$ cat config.mk
export PLATFORM = sky130hd
export DESIGN_NAME = window_sched_flat
export DESIGN_NICKNAME = d
export VERILOG_FILES = /design/src/rtl/window_sched_if.sv /design/src/rtl/window_sched.sv /design/src/flat_wrapper.sv
export SDC_FILE = /design/constraint.sdc
export NUM_CORES = 1
export LEC_CHECK = 0
export ABC_AREA = 1
export BUFFER_PORTS_ARGS = -buffer_cell sky130_fd_sc_hd__buf_2
export CORE_ASPECT_RATIO = 0.8
export CORE_UTILIZATION = 59
export CTS_CLUSTER_SIZE = 30
export DETAILED_ROUTE_END_ITERATION = 7
export GPL_ROUTABILITY_DRIVEN = 0
export PLACE_DENSITY = 0.79
export SYNTH_ARGS = -nofsm -noshare
export SYNTH_HDL_FRONTEND = slang
export SYNTH_SLANG_ARGS = --single-unit
export TNS_END_PERCENT = 30
$ cat constraint.sdc
create_clock -name clk -period 4.2 [get_ports clk]
set_input_delay 0.84 -clock clk [delete_from_list [all_inputs] [get_ports clk]]
set_output_delay 0.84 -clock clk [all_outputs]
set_load 0.03 [all_outputs]
$ cat src/rtl/window_sched_if.sv
// Request/window bundle between a producer and window_sched.
// Handshake: a request transfers on a posedge where req_valid && req_ready; req_ready is high
// exactly when the FIFO is not full. req_len/req_data must be stable while req_valid is high.
interface window_sched_if;
  logic        req_valid;
  logic        req_ready;
  logic [15:0] req_len;
  logic [15:0] req_data;
  logic [15:0] timer;
  logic [15:0] data;
  logic        busy;
  logic [7:0]  drop_cnt;
  logic [1:0]  fsm_state;

  modport master (
    output req_valid, req_len, req_data,
    input  req_ready, timer, data, busy, drop_cnt, fsm_state
  );

  modport slave (
    input  req_valid, req_len, req_data,
    output req_ready, timer, data, busy, drop_cnt, fsm_state
  );
endinterface

$ cat src/rtl/window_sched.sv
// Queues {len, data} window requests and plays each one out as LOAD, RUN (len cycles), GAP
// towards a downstream timed state machine; zero-length requests are dropped and counted.
module window_sched #(
  parameter int DEPTH = 4
) (
  input  logic          clk,
  input  logic          reset,
  window_sched_if.slave bus
);

  localparam int AW = (DEPTH > 1) ? $clog2(DEPTH) : 1;
  localparam logic [AW:0] FULL_CNT = (AW + 1)'(DEPTH);

  typedef enum logic [1:0] {
    IDLE = 2'd0,
    LOAD = 2'd1,
    RUN  = 2'd2,
    GAP  = 2'd3
  } state_t;

  state_t state, state_n;

  logic [15:0] fifo_len  [DEPTH];
  logic [15:0] fifo_data [DEPTH];
  logic [AW:0] wr_ptr;
  logic [AW:0] rd_ptr;
  logic [AW:0] count;
  logic        full;
  logic        empty;
  logic        push;
  logic        pop;
  logic [15:0] head_len;
  logic [15:0] head_data;

  logic [15:0] lat_len;
  logic [15:0] lat_data;
  logic [15:0] cnt;
  logic [15:0] cnt_n;
  logic        latch;
  logic        drop_inc;
  logic [15:0] timer_n;
  logic [15:0] data_n;
  logic        busy_n;

  // Pointers carry one extra bit so full and empty are distinguishable.
  assign count     = wr_ptr - rd_ptr;
  assign full      = (count == FULL_CNT);
  assign empty     = (wr_ptr == rd_ptr);
  assign push      = bus.req_valid && !full;
  assign pop       = (state == IDLE) && !empty;
  assign head_len  = fifo_len[rd_ptr[AW-1:0]];
  assign head_data = fifo_data[rd_ptr[AW-1:0]];

  assign bus.req_ready = !full;
  assign bus.fsm_state = state;

  always_ff @(posedge clk) begin
    if (push && !reset) begin
      fifo_len[wr_ptr[AW-1:0]]  <= bus.req_len;
      fifo_data[wr_ptr[AW-1:0]] <= bus.req_data;
    end
  end

  always_ff @(posedge clk) begin
    if (reset) begin
      wr_ptr <= '0;
      rd_ptr <= '0;
    end else begin
      if (push) wr_ptr <= wr_ptr + 1'b1;
      if (pop)  rd_ptr <= rd_ptr + 1'b1;
    end
  end

  // Outputs are registered, so their next values are derived alongside the next state.
  always_comb begin
    state_n  = state;
    cnt_n    = cnt;
    latch    = 1'b0;
    drop_inc = 1'b0;
    timer_n  = 16'd0;
    data_n   = 16'd0;
    busy_n   = 1'b0;
    case (state)
      IDLE: begin
        if (pop) begin
          if (head_len == 16'd0) begin
            drop_inc = 1'b1;
          end else begin
            latch   = 1'b1;
            state_n = LOAD;
            timer_n = head_len;
            busy_n  = 1'b1;
          end
        end
      end
      LOAD: begin
        state_n = RUN;
        cnt_n   = lat_len;
        data_n  = lat_data;
        busy_n  = 1'b1;
      end
      RUN: begin
        cnt_n  = cnt - 16'd1;
        busy_n = 1'b1;
        if (cnt == 16'd1) begin
          state_n = GAP;
        end else begin
          data_n = lat_data;
        end
      end
      GAP: begin
        state_n = IDLE;
      end
      default: begin
        state_n = IDLE;
      end
    endcase
  end

  always_ff @(posedge clk) begin
    if (reset) begin
      state        <= IDLE;
      cnt          <= 16'd0;
      lat_len      <= 16'd0;
      lat_data     <= 16'd0;
      bus.timer    <= 16'd0;
      bus.data     <= 16'd0;
      bus.busy     <= 1'b0;
      bus.drop_cnt <= 8'd0;
    end else begin
      state     <= state_n;
      cnt       <= cnt_n;
      bus.timer <= timer_n;
      bus.data  <= data_n;
      bus.busy  <= busy_n;
      if (latch) begin
        lat_len  <= head_len;
        lat_data <= head_data;
      end
      if (drop_inc && bus.drop_cnt != 8'hFF) bus.drop_cnt <= bus.drop_cnt + 8'd1;
    end
  end

endmodule

$ cat src/flat_wrapper.sv
// flat-port wrapper written by rule: the top's interface ports become plain ports
module window_sched_flat 
#(
  parameter int DEPTH = 4
)
  (clk, reset, bus_req_valid, bus_req_len, bus_req_data, bus_req_ready, bus_timer, bus_data, bus_busy, bus_drop_cnt, bus_fsm_state);
  window_sched_if bus_i ();
  input  logic clk;
  input  logic reset;
  input wire logic [$bits(bus_i.req_valid)-1:0] bus_req_valid;
  input wire logic [$bits(bus_i.req_len)-1:0] bus_req_len;
  input wire logic [$bits(bus_i.req_data)-1:0] bus_req_data;
  output wire logic [$bits(bus_i.req_ready)-1:0] bus_req_ready;
  output wire logic [$bits(bus_i.timer)-1:0] bus_timer;
  output wire logic [$bits(bus_i.data)-1:0] bus_data;
  output wire logic [$bits(bus_i.busy)-1:0] bus_busy;
  output wire logic [$bits(bus_i.drop_cnt)-1:0] bus_drop_cnt;
  output wire logic [$bits(bus_i.fsm_state)-1:0] bus_fsm_state;
  assign bus_i.req_valid = bus_req_valid;
  assign bus_i.req_len = bus_req_len;
  assign bus_i.req_data = bus_req_data;
  assign bus_req_ready = bus_i.req_ready;
  assign bus_timer = bus_i.timer;
  assign bus_data = bus_i.data;
  assign bus_busy = bus_i.busy;
  assign bus_drop_cnt = bus_i.drop_cnt;
  assign bus_fsm_state = bus_i.fsm_state;
  window_sched #(.DEPTH(DEPTH)) u_core (.clk(clk), .reset(reset), .bus(bus_i));
endmodule
==> results of run 1 <==
[metal layers]
| layer | vias to the layer above | global-route usage [%] |
|---|---|---|
| met5 | - | 0 |
| met4 | 0 | 8.07 |
| met3 | 37 | 4.13 |
| met2 | 275 | 34.4 |
| met1 | 2846 | 38.6 |
| li1 | 3068 | - |
[layout make-up]
class | count | area [um^2] | area share, %
flip-flops and latches | 227 | 5830 | 57.0
multi-input cells | 527 | 2640 | 25.9
inverters | 64 | 246 | 2.41
clock buffers | 30 | 688 | 6.73
repair buffers | 88 | 490 | 4.80
clock inverters | 10 | 95.1 | 0.931
well taps | 184 | 230 | 2.25
[placed cells by master, fill, tap and decap left out, types with 2 or more instances in the layout]
master	n
clkinv_1	2
nor2_2	2
nor2_1	93
buf_2	78
o22ai_1	16
clkinv_2	5
o21ai_1	2
clkbuf_16	25
inv_4	4
buf_4	8
nor2_4	3
nand3_1	59
buf_12	2
inv_1	58
xor2_1	5
nand2_2	11
dfxtp_1	99
nor3_1	22
o21ai_2	10
o21ai_0	82
o31ai_1	2
ha_1	14
or2_2	2
xnor2_1	2
clkbuf_8	4
nand4_1	10
a21oi_1	34
o211ai_1	3
edfxtp_1	128
nand2_1	145
[registers in the layout (all words and copies together) (netlist names), 8 cells and up, named ones only]
name                 flops
u_core.fifo_data        64
u_core.cnt              16
u_core.bus.data         16
u_core.bus.drop_cnt      8
u_core.fifo_len         64
u_core.bus.timer        16
u_core.lat_len          16
u_core.lat_data         16
[power by group]
part | total, mW | internal [mW] | switching [mW]
Clock | 2.05 | 1.22 | 0.827
Combinational | 2.37 | 0.689 | 1.68
Sequential | 3.00 | 2.78 | 0.223
Total | 7.42 | 4.69 | 2.73
[tightest hold or removal path: cells and delay by family, from the launching register on]
kind / cells / cell delay [ps]
flip-flops: 1 / 300
AND/OR/NAND/NOR: 1 / 50
buffers and inverters: 1 / 60
[worst max-delay path by stage]
stage                                       endpoint                           from  slack [ps]
detailed placement  u_core.fifo_len[1][14]$_DFFE_PP_  u_core.rd_ptr[0]$_SDFFE_PP0N_        1340
floorplan           u_core.fifo_data[2][0]$_DFFE_PP_  u_core.rd_ptr[1]$_SDFFE_PP0N_         370
finish                                 bus_req_ready  u_core.rd_ptr[0]$_SDFFE_PP0N_        1310
CTS                 u_core.fifo_data[1][1]$_DFFE_PP_  u_core.rd_ptr[0]$_SDFFE_PP0N_        1320
global route        u_core.lat_data[12]$_SDFFE_PP0P_                       register        1040
global placement     u_core.fifo_len[1][0]$_DFFE_PP_  u_core.rd_ptr[0]$_SDFFE_PP0N_        1360
[logic make-up (layout without fill, tap and decap cells)]
kind of cell               Yosys count  after routing  synth area share (%)
xor gates and xnor gates             7              7                 0.687
AOI/OAI and AO/OA                  152            152                  9.38
buffers and inverters              103            192                  5.33
adders and majority gates           14             14                  1.96
DFF                                227            227                  65.3
and+or+nand+nor                    354            354                  17.4
[cells in the mapped netlist, drive strengths merged, types with 5 or more instances]
library cell	n	area share, %
edfxtp	128	43
nor2	98	4.2
a21oi	34	1.9
dfxtp	99	22
ha	14	2.0
inv	61	2.6
nor3	22	1.2
buf	19	1.7
clkbuf	20	0.84
nand4	10	0.70
nand2	158	7.2
xor2	5	0.49
o22ai	16	1.1
o21ai	94	5.7
nand3	61	3.6
[stage by stage]
step	instances	total power [mW]	instance area (um^2)	hold slack (ps)
floorplan	857	4.78	8920	419
global placement	1090	5.31	9440	435
detailed placement	1090	5.35	9440	434
CTS	1130	7.42	10200	447
global route	1130	7.86	10200	471
finish	1130	7.42	10200	441
==> reports/summary.json, run 1 <==
{
  "run_status": {"value": "finished, final reports clean"},
  "wl_met2": {"value": 7850, "unit": "um"},
  "cp_data_arrival_time": {"value": 2050, "unit": "ps"},
  "netlist_area": {"value": 8920, "unit": "um^2"},
  "cts.clk_slew.worst_paths": {"value": 70, "unit": "ps"},
  "worstHoldPathType": {"value": "register to register"},
  "detail_placement_hpwl": {"value": 11900, "unit": "um"},
  "synth.lib_cells_used.distinct": {"value": 39},
  "first_global_vias": {"value": 5759},
  "final_setup_violations": {"value": 0},
  "path_delay_family": {"value": "buffers and inverters"},
  "drt-vias-per-instance": {"value": 5.51},
  "yosysWarnings": {"value": 0},
  "critical_path_buf_inv_count": {"value": 2},
  "antenna_found_initial": {"value": 0},
  "synthesized_net_count": {"value": 906},
  "worst_r2r_startpoint": {"value": "u_core.rd_ptr[0]$_SDFFE_PP0N_"},
  "synth-async-reset-ratio": {"value": 0, "unit": "%"},
  "floorplan.initialDensity": {"value": 61.4, "unit": "%"},
  "critical_path.endpoint_type": {"value": "output pin"},
  "pwr_density_cell": {"value": 726, "unit": "nW/um^2"},
  "yosysSeqAreaShare": {"value": 65.3, "unit": "%"},
  "max_freq": {"value": 346, "unit": "MHz"},
  "worst_skew_pair.late_latency": {"value": 510, "unit": "ps"},
  "worst-slew-pin-transition": {"value": 903, "unit": "ps"},
  "finalHoldViolCount": {"value": 0},
  "cp-start-kind": {"value": "register"},
  "grt_start_max_net_pins": {"value": 38},
  "critical_path_cell_count": {"value": 6},
  "worst_path_largest_cell_delay": {"value": 310, "unit": "ps"},
  "min_delay_path_depth": {"value": 2},
  "row_count": {"value": 39},
  "r2r-end": {"value": "u_core.fifo_data[1][1]$_DFFE_PP_"},
  "detail_route.iter0.violations": {"value": 678},
  "max-vdd-ir-drop": {"value": 448, "unit": "uV"},
  "floorplan.die.width": {"value": 140, "unit": "um"},
  "route.met3.wl": {"value": 1410, "unit": "um"},
  "fin_nets": {"value": 979},
  "number_of_violations_of_the_max_capacitance_limit": {"value": 0},
  "htree_num_levels": {"value": 1},
  "cp_max_fo": {"value": 35},
  "synth-edff-count": {"value": 128},
  "post-route-min-period": {"value": 2890, "unit": "ps"},
  "crit_path_cells": {"value": "buf_4 > ha_1 > o21bai_1 > or2_2 > nand4_1 > buf_2"},
  "cts.root.buffer_cell": {"value": "clkbuf_16"},
  "finClkSkew": {"value": 20.0, "unit": "ps"},
  "syn_avg_cell_area": {"value": 10.4, "unit": "um^2"},
  "port_buffers": {"value": 78},
  "r2r_slack": {"value": 1320, "unit": "ps"},
  "postRouteWirelength": {"value": 18700, "unit": "um"},
  "final_min_period_over_clock_period": {"value": 68.8, "unit": "%"},
  "synth_cells": {"value": 857},
  "wl_per_cell": {"value": 16.5, "unit": "um"},
  "yosys_register_bits": {"value": 227},
  "fp.coreArea": {"value": 14500, "unit": "um^2"},
  "wirelength_met1": {"value": 8990, "unit": "um"},
  "cpMaxStageDelayCell": {"value": "dfxtp_1"},
  "fill_cells": {"value": 1045},
  "drt.antenna.violating_nets": {"value": 0},
  "area_growth": {"value": 14.5, "unit": "%"},
  "insertedDiodeCount": {"value": 0},
  "drt_first_pass_iters": {"value": 5},
  "fin_tns_setup": {"value": 0, "unit": "ps"},
  "fraction_of_layout_instances_using_a_drive_strength_above_1": {"value": 17.3, "unit": "%"},
  "cts.sinks": {"value": 227},
  "setup_repair_after_global_routing_missed_its_margin": {"value": "false"},
  "die_y": {"value": 112, "unit": "um"},
  "clock_tree_from_tritoncts": {"value": "yes"},
  "globalRouteTotalUtil": {"value": 24.6, "unit": "%"},
  "cts_post_setup_buffers_inserted": {"value": 0},
  "finalMaxSlewViolations": {"value": 0},
  "post-route-worst-setup-slack": {"value": 1310, "unit": "ps"},
  "hold_start": {"value": "u_core.lat_data[12]$_SDFFE_PP0P_"},
  "synth_flop_type": {"value": "edfxtp_1"},
  "worstPathRequired": {"value": 3360, "unit": "ps"},
  "route.detailed.drc": {"value": 0},
  "floorplan.die_area": {"value": 15600, "unit": "um^2"},
  "slew-limit-headroom": {"value": 39.4, "unit": "%"},
  "cellLeakagePower": {"value": 3.99, "unit": "nW"},
  "clock_path_buffers": {"value": 3},
  "highest_layer": {"value": "met4"},
  "crit_type": {"value": "register to output pin"},
  "timing.reg2reg.worst_path_depth": {"value": 10},
  "overflow": {"value": 0},
  "detailedPlace.worstSlack": {"value": 1340, "unit": "ps"},
  "hold_path_end": {"value": "u_core.bus.data[12]$_SDFF_PP0_"},
  "ctsHoldBuffers": {"value": 0},
  "numCtsBuffers": {"value": 22},
  "io_pins": {"value": 79},
  "grt_pass1_wl": {"value": 29900, "unit": "um"},
  "via_count": {"value": 6226},
  "finalCoreUtilization": {"value": 70.3, "unit": "%"},
  "cts_resized": {"value": 0}
}
Note: power is estimated with default switching activity, not from simulation.
==> inputs of run 2 (changes only) <==
--- a/config.mk
+++ b/config.mk
@@ -5,7 +5,7 @@
 export SDC_FILE = /design/constraint.sdc
 export NUM_CORES = 1
 export LEC_CHECK = 0
-export ABC_AREA = 1
+export ABC_AREA = 0
 export BUFFER_PORTS_ARGS = -buffer_cell sky130_fd_sc_hd__buf_2
 export CORE_ASPECT_RATIO = 0.8
 export CORE_UTILIZATION = 59
==> constraint.sdc (replaced) <==
create_clock -name clk -period 2.73 [get_ports clk]
set_input_delay 0.546 -clock clk [delete_from_list [all_inputs] [get_ports clk]]
set_output_delay 0.546 -clock clk [all_outputs]
set_load 0.03 [all_outputs]
==> reports/summary.json, run 2 <==
{
  "run_status": {"value": "complete, but fails checks"},
  "failed_checks": {"value": "DRC"},
  "final_cell_mix": {"value": "edfxtp_1, dfxtp_1, buf_2, o21ai_0, a21oi_1"},
  "worst_skew_pair.late_latency": {"value": 510, "unit": "ps"},
  "grt_start_max_net_pins": {"value": 42},
  "synthesized_net_count": {"value": 694},
  "layout_commonest_cell": {"value": "edfxtp_1"},
  "drt_first_pass_iters": {"value": 8},
  "detail_route.iter0.violations": {"value": 527},
  "layout_cells_excl_fill": {"value": 929},
  "worst_path_largest_cell_delay": {"value": 670, "unit": "ps"},
  "area_growth": {"value": 15.2, "unit": "%"},
  "cell_internal_pwr": {"value": 6.84, "unit": "mW"},
  "netlist_area": {"value": 8870, "unit": "um^2"},
  "critPathMostFrequentCell": {"value": "buf_12"},
  "antenna_found_initial": {"value": 0},
  "worst-slew-pin-transition": {"value": 825, "unit": "ps"},
  "critical_path_buf_inv_count": {"value": 2},
  "final_area": {"value": 10200, "unit": "um^2"},
  "syn_avg_cell_area": {"value": 13.7, "unit": "um^2"},
  "synth-async-reset-ratio": {"value": 0, "unit": "%"},
  "grt_pass1_wl": {"value": 30000, "unit": "um"},
  "synth_cells": {"value": 645},
  "min_delay_path_depth": {"value": 1},
  "max_freq": {"value": 381, "unit": "MHz"},
  "floorplan.initialDensity": {"value": 61.2, "unit": "%"},
  "yosys_register_bits": {"value": 227},
  "cts.root.buffer_cell": {"value": "clkbuf_16"},
  "max-vdd-ir-drop": {"value": 539, "unit": "uV"},
  "clockPowerShare": {"value": 26.9, "unit": "%"},
  "cellLeakagePower": {"value": 3.70, "unit": "nW"},
  "cts.sinks": {"value": 227},
  "die_y": {"value": 112, "unit": "um"},
  "synth_commonest_cells": {"value": "edfxtp_1, dfxtp_1, o21ai_0"},
  "synth-edff-count": {"value": 128},
  "clock_path_buffers": {"value": 3},
  "timing.reg2reg.worst_path_depth": {"value": 7},
  "drt-vias-per-instance": {"value": 6.10},
  "synth_flop_type": {"value": "edfxtp_1"},
  "globalRouteTotalUtil": {"value": 25.1, "unit": "%"},
  "placedInstanceArea": {"value": 9540, "unit": "um^2"},
  "path_delay_family": {"value": "multiplexers"},
  "detailedPlace.worstSlack": {"value": 55.6, "unit": "ps"},
  "drt.antenna.violating_nets": {"value": 0},
  "synth.lib_cells_used.distinct": {"value": 57},
  "first_global_vias": {"value": 5554},
  "crit_type": {"value": "register to register"},
  "seqPwrFrac": {"value": 43.5, "unit": "%"},
  "switchingPower": {"value": 3.39, "unit": "mW"},
  "finalCoreUtilization": {"value": 70.4, "unit": "%"},
  "slew-limit-headroom": {"value": 45.0, "unit": "%"},
  "p_sw_share": {"value": 33.1, "unit": "%"},
  "critical_path_cell_count": {"value": 7},
  "via_count": {"value": 5663},
  "port_buffers": {"value": 78},
  "pwr_density_cell": {"value": 1000, "unit": "nW/um^2"},
  "final_min_period_over_clock_period": {"value": 96.2, "unit": "%"},
  "worstPathRequired": {"value": 3110, "unit": "ps"},
  "fin_worst_hold_slack": {"value": 251, "unit": "ps"},
  "dp_cells": {"value": 891},
  "floorplan.die.width": {"value": 139, "unit": "um"},
  "finClkSkew": {"value": 17.2, "unit": "ps"},
  "numCtsBuffers": {"value": 21},
  "io_pins": {"value": 79},
  "finalHoldViolCount": {"value": 0},
  "synth.area.top_cells": {"value": "edfxtp_1, dfxtp_1, mux4_2"},
  "detail_placement_hpwl": {"value": 12300, "unit": "um"},
  "critical_path.endpoint_type": {"value": "register"},
  "htree_num_levels": {"value": 1},
  "final_setup_violations": {"value": 0},
  "fin_tns_setup": {"value": 0, "unit": "ps"},
  "synth_top_area_share": {"value": 43.4, "unit": "%"},
  "worstHoldPathType": {"value": "input port to register"},
  "clock_tree_from_tritoncts": {"value": "yes"},
  "cp_max_fo": {"value": 41},
  "finalMaxSlewViolations": {"value": 0},
  "fin_nets": {"value": 779},
  "yosysWarnings": {"value": 0},
  "ctsHoldBuffers": {"value": 0},
  "post-route-min-period": {"value": 2630, "unit": "ps"},
  "post-route-worst-setup-slack": {"value": 103, "unit": "ps"},
  "row_count": {"value": 39},
  "insertedDiodeCount": {"value": 0},
  "cts.clk_slew.worst_paths": {"value": 70, "unit": "ps"},
  "total_design_power": {"value": 10.2, "unit": "mW"},
  "dominant_cell_by_count_in_the_synthesized_netlist": {"value": "edfxtp_1"},
  "wl_per_cell": {"value": 20.4, "unit": "um"},
  "crit_path_cells": {"value": "buf_12 > mux4_1 > nor4_4 > and4_1 > buf_12 > nand4_1 > mux2_1"},
  "fraction_of_layout_instances_using_a_drive_strength_above_1": {"value": 22.4, "unit": "%"},
  "cp-start-kind": {"value": "register"},
  "cp_data_arrival_time": {"value": 3010, "unit": "ps"},
  "fp.coreArea": {"value": 14500, "unit": "um^2"},
  "yosysSeqAreaShare": {"value": 65.7, "unit": "%"},
  "floorplan.die_area": {"value": 15500, "unit": "um^2"},
  "postRouteWirelength": {"value": 18900, "unit": "um"},
  "route.detailed.drc": {"value": 5},
  "overflow": {"value": 0},
  "power_frac_comb": {"value": 29.7, "unit": "%"},
  "cpMaxStageDelayCell": {"value": "mux4_1"},
  "synth_top_area_cell": {"value": "edfxtp_1"},
  "number_of_violations_of_the_max_capacitance_limit": {"value": 0}
}
==> run 2: what timing repair did <==
item / in CTS / in global routing
gates resized for setup: 1 / 4
endpoints found under the setup margin: 16 / 3
pin swaps: 0 / 0
buffers inserted: 0 / 0
==> run 2: layer usage <==
layer,wire length (um),global-route usage [%],part of all wire [%],vias up
li1,-,-,-,2611
met1,8750,36.9,46,2801
met2,8600,38.6,45,223
met3,1190,4.77,6.3,28
met4,373,7.19,2.0,0
met5,0,0,0,-
==> run 2: path summary, 6_finish.rpt <==
check	slack (ps)	startpoint	end
hold reg to reg	460	u_core.lat_data[14]$_SDFFE_PP0P_	u_core.bus.data[14]$_SDFF_PP0_
hold / removal	250	bus_req_data[6]	u_core.fifo_data[3][6]$_DFFE_PP_
setup reg to reg	100	register	u_core.bus.drop_cnt[7]$_SDFFE_PP0P_
setup / recovery	100	register	u_core.bus.drop_cnt[7]$_SDFFE_PP0P_
==> run 2: cell families after synthesis <==
kind of cell	after synthesis	synth area share, %
AOI/OAI and AO/OA	134	8.58
xor gates and xnor gates	6	0.593
adders and majority gates	14	1.98
buffers and inverters	50	2.61
DFF	227	65.7
muxes	39	9.53
and+or+nand+nor	175	11.0
==> run 2: layout make-up <==
cell class / instances / area, um^2
clock buffers: 35 / 618
clock inverters: 3 / 21.3
fillers: 901 / 4280
inverters: 11 / 41.3
multi-input cells: 368 / 2850
flip-flops and latches: 227 / 5830
well taps: 184 / 230
repair buffers: 101 / 626
==> run 2: power by group through the flow <==
stage / combinational, mW / clock, mW / sequential, mW
final: 3.04 / 2.75 / 4.44
after global routing: 3.33 / 2.92 / 4.49
after CTS: 2.98 / 2.79 / 4.44
after detailed placement: 2.94 / 0 / 4.50
after global placement: 2.83 / 0 / 4.48
after floorplan: 1.96 / 0 / 4.58
==> inputs of run 3 (changes only) <==
--- a/config.mk
+++ b/config.mk
@@ -8,11 +8,12 @@
 export ABC_AREA = 0
 export BUFFER_PORTS_ARGS = -buffer_cell sky130_fd_sc_hd__buf_2
 export CORE_ASPECT_RATIO = 0.8
-export CORE_UTILIZATION = 59
+export CORE_MARGIN = 4
+export CORE_UTILIZATION = 53
 export CTS_CLUSTER_SIZE = 30
 export DETAILED_ROUTE_END_ITERATION = 7
 export GPL_ROUTABILITY_DRIVEN = 0
-export PLACE_DENSITY = 0.79
+export PLACE_DENSITY = 0.75
 export SYNTH_ARGS = -nofsm -noshare
 export SYNTH_HDL_FRONTEND = slang
 export SYNTH_SLANG_ARGS = --single-unit
==> constraint.sdc (replaced) <==
create_clock -name clk -period 2.4 [get_ports clk]
set_input_delay 0.48 -clock clk [delete_from_list [all_inputs] [get_ports clk]]
set_output_delay 0.48 -clock clk [all_outputs]
set_load 0.03 [all_outputs]
==> reports/summary.json, run 3 (same netlist as run 2, synthesis figures left out) <==
{
  "run_status": {"value": "complete, but fails checks"},
  "cp_max_fo": {"value": 8},
  "detail_route.iter0.violations": {"value": 509},
  "worst_path_largest_cell_delay": {"value": 560, "unit": "ps"},
  "worstHoldPathType": {"value": "input port to register"},
  "drt-vias-per-instance": {"value": 5.75},
  "fin_nets": {"value": 800},
  "final_min_period_over_clock_period": {"value": 101, "unit": "%"},
  "cp_data_arrival_time": {"value": 2820, "unit": "ps"},
  "via_count": {"value": 5674},
  "critical_path.endpoint_type": {"value": "register"},
  "first_global_vias": {"value": 5480},
  "grt_pass1_wl": {"value": 30100, "unit": "um"},
  "post-route-min-period": {"value": 2430, "unit": "ps"},
  "cts.sinks": {"value": 227},
  "layout_cells_excl_fill": {"value": 987},
  "fin_tns_setup": {"value": -200, "unit": "ps"},
  "finalHoldViolCount": {"value": 0},
  "clock_path_buffers": {"value": 3},
  "final_setup_violations": {"value": 15},
  "numCtsBuffers": {"value": 22},
  "timing.reg2reg.worst_path_depth": {"value": 6},
  "floorplan.initialDensity": {"value": 53.7, "unit": "%"},
  "drt_first_pass_iters": {"value": 5},
  "ctsHoldBuffers": {"value": 0},
  "dp_cells": {"value": 940},
  "die_y": {"value": 124, "unit": "um"},
  "failed_checks": {"value": "setup timing"},
  "worst_skew_pair.late_latency": {"value": 510, "unit": "ps"},
  "post-route-worst-setup-slack": {"value": -33.5, "unit": "ps"},
  "drt.antenna.violating_nets": {"value": 0},
  "fin_worst_hold_slack": {"value": 188, "unit": "ps"},
  "globalRouteTotalUtil": {"value": 20.1, "unit": "%"},
  "worstPathRequired": {"value": 2780, "unit": "ps"},
  "port_buffers": {"value": 78},
  "floorplan.die_area": {"value": 18900, "unit": "um^2"},
  "wl_per_cell": {"value": 19.2, "unit": "um"},
  "finalMaxSlewViolations": {"value": 0},
  "max_freq": {"value": 411, "unit": "MHz"},
  "met2_usage": {"value": 31.4, "unit": "%"},
  "clock_tree_from_tritoncts": {"value": "yes"},
  "worst-slew-pin-transition": {"value": 818, "unit": "ps"},
  "cellLeakagePower": {"value": 3.80, "unit": "nW"},
  "antenna_found_initial": {"value": 3},
  "multi_input_logic_area": {"value": 2910, "unit": "um^2"},
  "grt_start_max_net_pins": {"value": 37},
  "finClkSkew": {"value": 16.8, "unit": "ps"},
  "r2r-end": {"value": "u_core.bus.drop_cnt[5]$_SDFFE_PP0P_"},
  "layout.area.seq": {"value": 5830, "unit": "um^2"},
  "cts.root.buffer_cell": {"value": "clkbuf_16"},
  "area_growth": {"value": 18.6, "unit": "%"},
  "crit_path_cells": {"value": "buf_16 > mux4_2 > nor4_4 > nand4_2 > and4bb_2 > mux2_4"},
  "setup_repair_after_global_routing_missed_its_margin": {"value": "true"},
  "r2r_slack": {"value": -30, "unit": "ps"},
  "fraction_of_layout_instances_using_a_drive_strength_above_1": {"value": 28.0, "unit": "%"},
  "slew-limit-headroom": {"value": 45.2, "unit": "%"},
  "number_of_violations_of_the_max_capacitance_limit": {"value": 0},
  "cts.clk_slew.worst_paths": {"value": 60, "unit": "ps"},
  "overflow": {"value": 0},
  "io_pins": {"value": 79},
  "final_cell_mix": {"value": "edfxtp_1, dfxtp_1, buf_2, o21ai_0, a21oi_1"},
  "cp-start-kind": {"value": "register"},
  "max-vdd-ir-drop": {"value": 530, "unit": "uV"},
  "postRouteWirelength": {"value": 18900, "unit": "um"},
  "final_area": {"value": 10500, "unit": "um^2"},
  "crit_type": {"value": "register to register"},
  "detail_placement_hpwl": {"value": 12000, "unit": "um"},
  "row_count": {"value": 42},
  "fill_cells": {"value": 1209},
  "global_route.usage.met3": {"value": 4.83, "unit": "%"},
  "floorplan.die.width": {"value": 153, "unit": "um"},
  "fp.coreArea": {"value": 16500, "unit": "um^2"},
  "detailedPlace.worstSlack": {"value": -291, "unit": "ps"},
  "route.detailed.drc": {"value": 0},
  "pwr_density_cell": {"value": 1140, "unit": "nW/um^2"},
  "layout_commonest_cell": {"value": "edfxtp_1"},
  "placedInstanceArea": {"value": 9670, "unit": "um^2"},
  "top_usage_layer": {"value": "met2"},
  "met1_usage_in_global_routing": {"value": 28.2, "unit": "%"},
  "critical_path.endpoint": {"value": "u_core.bus.drop_cnt[5]$_SDFFE_PP0P_"},
  "htree_num_levels": {"value": 1},
  "cpMaxStageDelayCell": {"value": "mux4_2"}
}
==> run 3: cell count changes in the layout (fill, tap and decap cells not counted), sizes merged <==
| cell | previous run | this run |
|---|---|---|
| clkbuf | 35 | 34 |
| diode | 0 | 2 |
| clkinv | 2 | 4 |
| inv | 11 | 10 |
| buf | 101 | 121 |
==> run 3: final cells by class <==
type | instances | share of cell area, %
timing repair buffer | 121 | 7.52
clock buffer | 34 | 6.04
multi-input combinational | 368 | 27.6
tap | 220 | 2.62
antenna | 2 | 0.0476
sequential | 227 | 55.4
inverter | 11 | 0.393
clock inverter | 4 | 0.309
==> run 3: worst min path at each step <==
stage	slack [ps]	startpoint	depth (start not counted)	endpoint
3_3_place_gp	440	u_core.lat_data[3]$_SDFFE_PP0P_	1	u_core.bus.data[3]$_SDFF_PP0_
4_1_cts	170	bus_req_data[6]	1	u_core.fifo_data[1][6]$_DFFE_PP_
5_1_grt	170	bus_req_data[6]	1	u_core.fifo_data[3][6]$_DFFE_PP_
6_report	190	bus_req_data[14]	1	u_core.fifo_data[2][14]$_DFFE_PP_
2_1_floorplan	420	u_core.lat_data[0]$_SDFFE_PP0P_	1	u_core.bus.data[0]$_SDFF_PP0_
3_5_place_dp	440	u_core.lat_data[13]$_SDFFE_PP0P_	1	u_core.bus.data[13]$_SDFF_PP0_
==> run 3: where the power goes <==
group / total (mW) / internal [mW] / leakage (nW) / switching, mW
Sequential: 5.06 / 4.72 / 1.97 / 0.346
Combinational: 3.75 / 1.53 / 1.51 / 2.21
Clock: 3.18 / 1.82 / 0.322 / 1.36
Total: 12.0 / 8.07 / 3.80 / 3.92
==> run 3: repair_timing <==
action	4_1_cts	5_1_grt
pin swaps	4	10
resized for setup	25	17
setup buffers	1	5
cloned	1	0
endpoints found under the setup margin	64	57
==> run 3: stage by stage <==
| step | util (%) | power, mW |
|---|---|---|
| after global routing | 63.7 | 12.7 |
| after floorplan | - | 7.46 |
| after CTS | 63.0 | 11.9 |
| after global placement | 58.6 | 8.45 |
| after detailed placement | 58.6 | 8.61 |
| final | 63.7 | 12.0 |
==> run 3: per-layer routing <==
metal / vias to the layer above / part of all wire [%]
met5: - / 0.037
met1: 2758 / 44
met2: 216 / 46
met4: 2 / 2.8
met3: 47 / 6.9
li1: 2651 / -
==> run 3: critical path, delay by kind of cell (launching register included) <==
family,cells,cell delay [ps]
buffers and inverters,1,150
flip-flops,1,400
AND/OR/NAND/NOR,3,910
multiplexers,2,860
